--- src/rtl/trap_sequencer.sv ---
// M-mode trap/MRET sequencer: picks interrupt, exception or MRET at commit, drives
// the trap-entry CSR writes, runs the flush handshake and issues one fetch redirect.
module trap_sequencer #(
  parameter int MXLEN       = 64,
  parameter bit VECTORED_EN = 1'b1
) (
  input  logic             clk_i,
  input  logic             rstn_i,
  input  logic             commit_valid_i,
  input  logic [MXLEN-1:0] commit_pc_i,
  input  logic             commit_exception_i,
  input  logic [MXLEN-2:0] commit_cause_i,
  input  logic [MXLEN-1:0] commit_tval_i,
  input  logic             commit_mret_i,
  input  logic [MXLEN-1:0] next_pc_i,
  input  logic [MXLEN-1:0] mip_i,
  input  logic [MXLEN-1:0] mie_i,
  input  logic             mstatus_mie_i,
  input  logic [1:0]       priv_lvl_i,
  input  logic [MXLEN-1:0] mtvec_i,
  input  logic [MXLEN-1:0] mepc_i,
  input  logic             flush_ack_i,
  output logic             busy_o,
  output logic             csr_we_o,
  output logic [MXLEN-1:0] mepc_o,
  output logic [MXLEN-1:0] mcause_o,
  output logic [MXLEN-1:0] mtval_o,
  output logic             mstatus_trap_o,
  output logic             mret_o,
  output logic             flush_o,
  output logic             redirect_valid_o,
  output logic [MXLEN-1:0] redirect_pc_o
);

  typedef enum logic [2:0] {
    S_IDLE,
    S_TRAP,
    S_MRET,
    S_FLUSH,
    S_REDIRECT
  } state_t;

  localparam logic [1:0]       PRIV_M   = 2'b11;
  localparam logic [MXLEN-1:0] IRQ_MASK = MXLEN'(16'h2AAA);

  state_t           state_q, state_d;
  logic [MXLEN-1:0] epc_q, epc_d;
  logic [MXLEN-1:0] cause_q, cause_d;
  logic [MXLEN-1:0] tval_q, tval_d;
  logic [MXLEN-1:0] target_q, target_d;

  logic [MXLEN-1:0] pending;
  logic             irq_en;
  logic             irq_take;
  logic [3:0]       irq_code;
  logic [MXLEN-1:0] tvec_base;
  logic [MXLEN-1:0] tvec_off;
  logic             tvec_vectored;
  logic [MXLEN-1:0] trap_target;

  assign pending  = mip_i & mie_i & IRQ_MASK;
  assign irq_en   = (priv_lvl_i != PRIV_M) || mstatus_mie_i;
  assign irq_take = irq_en && (|pending);

  // Fixed priority 11 > 3 > 7 > 9 > 1 > 5 > 13.
  always_comb begin
    irq_code = 4'd0;
    if      (pending[11]) irq_code = 4'd11;
    else if (pending[3])  irq_code = 4'd3;
    else if (pending[7])  irq_code = 4'd7;
    else if (pending[9])  irq_code = 4'd9;
    else if (pending[1])  irq_code = 4'd1;
    else if (pending[5])  irq_code = 4'd5;
    else if (pending[13]) irq_code = 4'd13;
  end

  // 4*code taken from the latched cause; wraps modulo 2^MXLEN.
  assign tvec_base     = {mtvec_i[MXLEN-1:2], 2'b00};
  assign tvec_off      = {cause_q[MXLEN-3:0], 2'b00};
  assign tvec_vectored = VECTORED_EN && (mtvec_i[1:0] == 2'b01) && cause_q[MXLEN-1];
  assign trap_target   = tvec_vectored ? (tvec_base + tvec_off) : tvec_base;

  assign busy_o = (state_q != S_IDLE);

  always_comb begin
    state_d          = state_q;
    epc_d            = epc_q;
    cause_d          = cause_q;
    tval_d           = tval_q;
    target_d         = target_q;
    csr_we_o         = 1'b0;
    mepc_o           = '0;
    mcause_o         = '0;
    mtval_o          = '0;
    mstatus_trap_o   = 1'b0;
    mret_o           = 1'b0;
    flush_o          = 1'b0;
    redirect_valid_o = 1'b0;
    redirect_pc_o    = '0;
    case (state_q)
      S_IDLE: begin
        if (irq_take) begin
          state_d = S_TRAP;
          cause_d = {1'b1, (MXLEN-1)'(irq_code)};
          epc_d   = commit_valid_i ? commit_pc_i : next_pc_i;
          tval_d  = '0;
        end else if (commit_valid_i && commit_exception_i) begin
          state_d = S_TRAP;
          cause_d = {1'b0, commit_cause_i};
          epc_d   = commit_pc_i;
          tval_d  = commit_tval_i;
        end else if (commit_valid_i && commit_mret_i) begin
          state_d  = S_MRET;
          target_d = mepc_i & ~MXLEN'(3);
        end
      end
      S_TRAP: begin
        csr_we_o       = 1'b1;
        mstatus_trap_o = 1'b1;
        mepc_o         = epc_q;
        mcause_o       = cause_q;
        mtval_o        = tval_q;
        target_d       = trap_target;
        state_d        = S_FLUSH;
      end
      S_MRET: begin
        mret_o  = 1'b1;
        state_d = S_FLUSH;
      end
      S_FLUSH: begin
        flush_o = 1'b1;
        if (flush_ack_i) state_d = S_REDIRECT;
      end
      S_REDIRECT: begin
        redirect_valid_o = 1'b1;
        redirect_pc_o    = target_q;
        state_d          = S_IDLE;
      end
      default: state_d = S_IDLE;
    endcase
  end

  always_ff @(posedge clk_i or negedge rstn_i) begin
    if (!rstn_i) begin
      state_q  <= S_IDLE;
      epc_q    <= '0;
      cause_q  <= '0;
      tval_q   <= '0;
      target_q <= '0;
    end else begin
      state_q  <= state_d;
      epc_q    <= epc_d;
      cause_q  <= cause_d;
      tval_q   <= tval_d;
      target_q <= target_d;
    end
  end

endmodule

--- config.mk ---
export PLATFORM = sky130hd
export DESIGN_NAME = trap_sequencer
export DESIGN_NICKNAME = d
export VERILOG_FILES = /design/src/rtl/trap_sequencer.sv
export SDC_FILE = /design/constraint.sdc
export NUM_CORES = 1
export LEC_CHECK = 0
export ABC_AREA = 1
export CELL_PAD_IN_SITES_DETAIL_PLACEMENT = 1
export CELL_PAD_IN_SITES_GLOBAL_PLACEMENT = 1
export CORE_AREA = 3 3 302 304
export CTS_CLUSTER_DIAMETER = 80
export DETAILED_ROUTE_END_ITERATION = 8
export DIE_AREA = 0 0 305 307
export PLACE_DENSITY = 0.7
export SLEW_MARGIN = 20
export SYNTH_ARGS = -nofsm -noshare
export SYNTH_HDL_FRONTEND = slang
export SYNTH_SLANG_ARGS = --single-unit
--- constraint.sdc ---
create_clock -name clk_i -period 3.05 [get_ports clk_i]
set_input_delay 0.61 -clock clk_i [delete_from_list [all_inputs] [get_ports clk_i]]
set_output_delay 0.61 -clock clk_i [all_outputs]
set_load 0.005 [all_outputs]
# [Word level (Yosys, flattened, before mapping)]
# Index checks and enable logic that the tools add are counted.
[word_totals] elab_cells=64 reg_bits=259 in_bits=520 out_inout_bits=262
[op_classes] eq_ne=11 n_mux=32 reduce_logical=14 bitwise_logic=1 addsub=1
[ops] cell="two-way mux 64 bit" count=15
[ops] cell="one-hot mux 64 bit (2 select lines)" count=1
[ops] cell="adder 64 bit" count=1
[ops] cell="two-way mux 4 bit" count=7
[ops] cell="AND 14 bit" count=1
[ops] cell="two-way mux 3 bit" count=4
[ops] cell="!= test 2 bit, second input constant" count=5
[ops] cell="one-hot mux 3 bit (3 select lines)" count=1
[ops] cell="OR reduction 7 bit" count=1
[ops] cell="== test 3 x 2 -> 1 bit, second input constant" count=2
[ops] cell="logical AND 1 bit" count=4
[ops] cell="two-way mux 1 bit" count=4
[ops] cell="!= test 4 bit, second input constant" count=1
[ops] cell="AND reduction 2 bit" count=2
[ops] cell="AND reduction 4 bit" count=1
[ops] cell="nonzero test 2 bit" count=2
[ops] cell="== test 3 x 1 -> 1 bit, second input constant" count=1
[ops] cell="== test 3 bit, second input constant" count=1
[ops] cell="zero test 3 bit" count=1
[ops] cell="nonzero test 3 bit" count=1
[ops] cell="== test 2 x 1 -> 1 bit, second input constant" count=1
[ops] cell="OR reduction 2 bit" count=1
[ops] cell="logical OR 1 bit" count=1

# [Logic depth before layout (Yosys ltp)]
[depth] ltp_word=9 depth_mapped=15 depth_no_buf=15

# [Worst setup path before layout]
# OpenSTA, ideal clock, no wires.
[synth_timing] path_kind="input to register" start="input mtvec_i[2]" end="register target_q[58]" setup_time_ps=128 arrival_time_ps=2210 slack_ps=712 t_required_ps=2922 n_path_buf=0 cell_stages=14 path_cell_list="ha_1 fa_1 nand3_1 nand3_1 nand2_1 nand2_1 nand2_1 nand3_1 nand3_1 nand2_1 nand2_1 nand3_1 nand2_1 a21boi_0"
[synth_via] elab_chain_len=3
[synth_lines] element="start: declaration" line="20" text="input logic [MXLEN-1:0] mtvec_i,"
[synth_lines] element="adder 64 bit" line="81" text="assign trap_target = tvec_vectored ? (tvec_base + tvec_off) : tvec_base;"
[synth_lines] element="two-way mux 64 bit" line="81"
[synth_lines] element="one-hot mux 64 bit (2 select lines)" line="100" text="case (state_q)"
[synth_lines] element="end signal: assignment" line="155" text="target_q <= target_d;"
[synth_lines] element="end: declaration" line="50" text="logic [MXLEN-1:0] target_q, target_d;"
# No other way between the ends.
# A chain may end at the register's enable or synchronous reset.

# [Worst setup path in the final report]
[layout_timing] start="register state_q[1]" end="output mcause_o[53]"
[layout_via] elab_chain_len=2
[layout_lines] element="start: declaration" line="46" text="state_t state_q, state_d;"
[layout_lines] element="start signal: assignment" line="151" text="state_q <= state_d;"
[layout_lines] element="== test 3 x 1 -> 1 bit" line="100"
[layout_lines] element="two-way mux 64 bit" line="100"
[layout_lines] element="end: declaration" line="26" text="output logic [MXLEN-1:0] mcause_o,"
# No other way between the ends.

==> run metrics <==
outcome=complete, but fails checks; failing checks=negative setup slack; Fmax=326 MHz; fin area=29800 sq um; CP top delay family=buffers and inverters; worst-skew pair later-pin latency=0.56 ns; I/O Buffers=663; Post-Route WL=106 mm; min Tclk post-route=3.07 ns; synth unique cells=39; Synth area leaders=dfrtp_1, nand2_1, inv_1, nor2_1, nand3_1; share of the synthesized area in the top cell type=34.2%; Critical Path Fanout Max=22; Setup WS post-layout=-0.0215 ns; core area=88500 sq um; worst-path cell chain=nor3_4 -> buf_12 -> clkinv_16 -> nor2_1 -> clkdlybuf4s50_1; slew margin rel.=48.2%; commonest non-fill, non-tap cell in the layout=nand2_1; Placed Instance Area=28200 sq um; All-Layer GR Usage=21.7%; Pins Over Slew Limit=0; Post-Syn Area=18800 sq um; largest net degree at the start of global routing=114; 1st-iter DRT viols=1148; CTS root buffer=clkbuf_16; Post-Syn Instances=2988; Clock transition at path regs=0.06 ns; PD cells=840 nW/um^2; WP data arrival=2.46 ns; CTS Buffer Depth=3; # IOs=782; die height=307 um; # rows=109; Worst Hold Class=primary input to async pin; # setup viols final=1; Starting Density=21.2%; DIE AREA=93600 sq um; P_leak=15.4 nW; Least-Margin Pin Slew=0.778 ns; Synth area leader=dfrtp_1; global-route wire length before repair=152 mm; DR pass1 iterations=5; Crit path largest cell delay=0.60 ns; Critical Path Slowest Stage Cell=clkdlybuf4s50_1; Stages on worst setup path=5; ratio of cells with drive above 1 in the final layout=8.71%; Post-DRT Antenna Nets=0; CP Class=flop to output pin; hold_buf cts=0; total CTS buffers=38; routed via count=22221; count of final hold-check violations=0; Max VDD drop=0.000425 V; post-DR vias/cell=4.45; number of max-cap violations=0; TNS Setup=-0.0215 ns; initial antenna violation count=63; CTS tree=yes; vias in the first global route=23475; Ys Warns=0; Startpoint Class=flop; Critical Path End Type=output pin; Final period util=101%; H-tree depth=2; sequential share of the synthesized area=34.2%; Overflow after GRT=0; DR WL/cell=21.3 um; Worst Path Required=2.44 ns; R2R depth=14; drt drc=0; routability cong.=0.912; Synth-to-Final Area Change=58.8%; RSZ-0062 raised after global routing=yes; Setup Skew=0.0247 ns; Die W=305 um; Nets=4361; flops & latches, synth=257; Sink Count=257; Buf+Inv Stages, Crit Path=3; most frequent cells in the layout=nand2_1, clkdlybuf4s50_1, inv_1; Final HPWL DP=87.1 mm; Avg Inst Size Synth=6.28 sq um
==> power by group <==
group / internal [mW] / switching, mW / leakage (nW)
combinational: 6.17 / 8.77 / 11.5
sequential: 4.90 / 0.863 / 3.24
clock: 2.54 / 1.79 / 0.589
==> through the flow <==
stage | worst slack [ns] | hold slack [ns] | util [%] | total power [mW] | instances
after floorplan | 0.712 | 0.314 | - | 13.3 | 2989
after global placement | -0.309 | 0.498 | 31.8 | 20.1 | 4895
after detailed placement | -0.366 | 0.507 | 31.8 | 20.4 | 4895
after CTS | -0.0133 | 0.0892 | 33.3 | 25.1 | 4962
after global routing | -0.0865 | 0.108 | 33.7 | 27.1 | 4985
final | -0.0215 | 0.0855 | 33.7 | 25.0 | 4989
==> registers in the layout, summed over array words and instances (netlist names) <==
name      count
state_q       3
epc_q        64
target_q     62
tval_q       64
cause_q      64
==> routing by layer <==
metal	track usage, %	vias to the layer above	share of wire, %
li1	-	10847	-
met1	25.9	10568	42
met2	37.8	605	48
met3	4.75	185	5.4
met4	8.96	16	4.5
met5	0	-	0.094
==> synth_stat cells (all sizes together) <==
cell type and number:
nand2 665, inv 576, nor2 534, dfrtp 257, o21ai 236, nand3 209, a21oi 111, clkbuf 78
o22ai 65, ha 61, buf 58, a21boi 27, o211ai 20, a22oi 17, nor3 17, xnor2 16
nand4 13, xor2 13, o21bai 6, a31oi 2, clkinv 2, and2 1, conb 1, fa 1
nand3b 1, nor4 1
==> cells by family after synthesis <==
group / after synthesis / share of synthesized area, %
simple gates: 1441 / 30.7
buf+inv: 714 / 14.8
compound gates: 484 / 14.7
flops: 257 / 34.2
fa+ha+maj: 62 / 4.17
xor+xnor: 29 / 1.35
other cells: 1 / 0.0200
==> repair_timing <==
action | CTS | global route
gates cloned | 0 | 3
buffers inserted | 4 | 2
pin swaps | 2 | 1
resized for setup | 25 | 86
endpoints found under the setup margin | 248 | 97
==> final timing paths <==
| kind | startpoint | slack [ns] | end |
|---|---|---|---|
| min in group clk_i | tval_q[57] | 0.52 | tval_q[57] |
| worst min register to register | tval_q[57] | 0.52 | tval_q[57] |
| worst min-delay path | rstn_i | 0.09 | target_q[51] |
| worst max-delay path | state_q[1] | -0.02 | mcause_o[53] |
| max in group asynchronous | rstn_i | 2.19 | cause_q[28] |
| worst max register to register | cause_q[27] | 0.42 | target_q[51] |
==> cell type report <==
| cell class | instances | area, sq um |
|---|---|---|
| inverter | 578 | 2210 |
| tap | 1165 | 1460 |
| clock buffer | 51 | 1060 |
| timing repair inverter | 2 | 22.5 |
| fill | 11137 | 58700 |
| timing repair buffer | 884 | 8790 |
| multi-input combinational | 2018 | 9640 |
| antenna | 22 | 55.1 |
| clock inverter | 12 | 140 |
| sequential | 257 | 6430 |
Note: power is estimated with default switching activity, not from simulation.
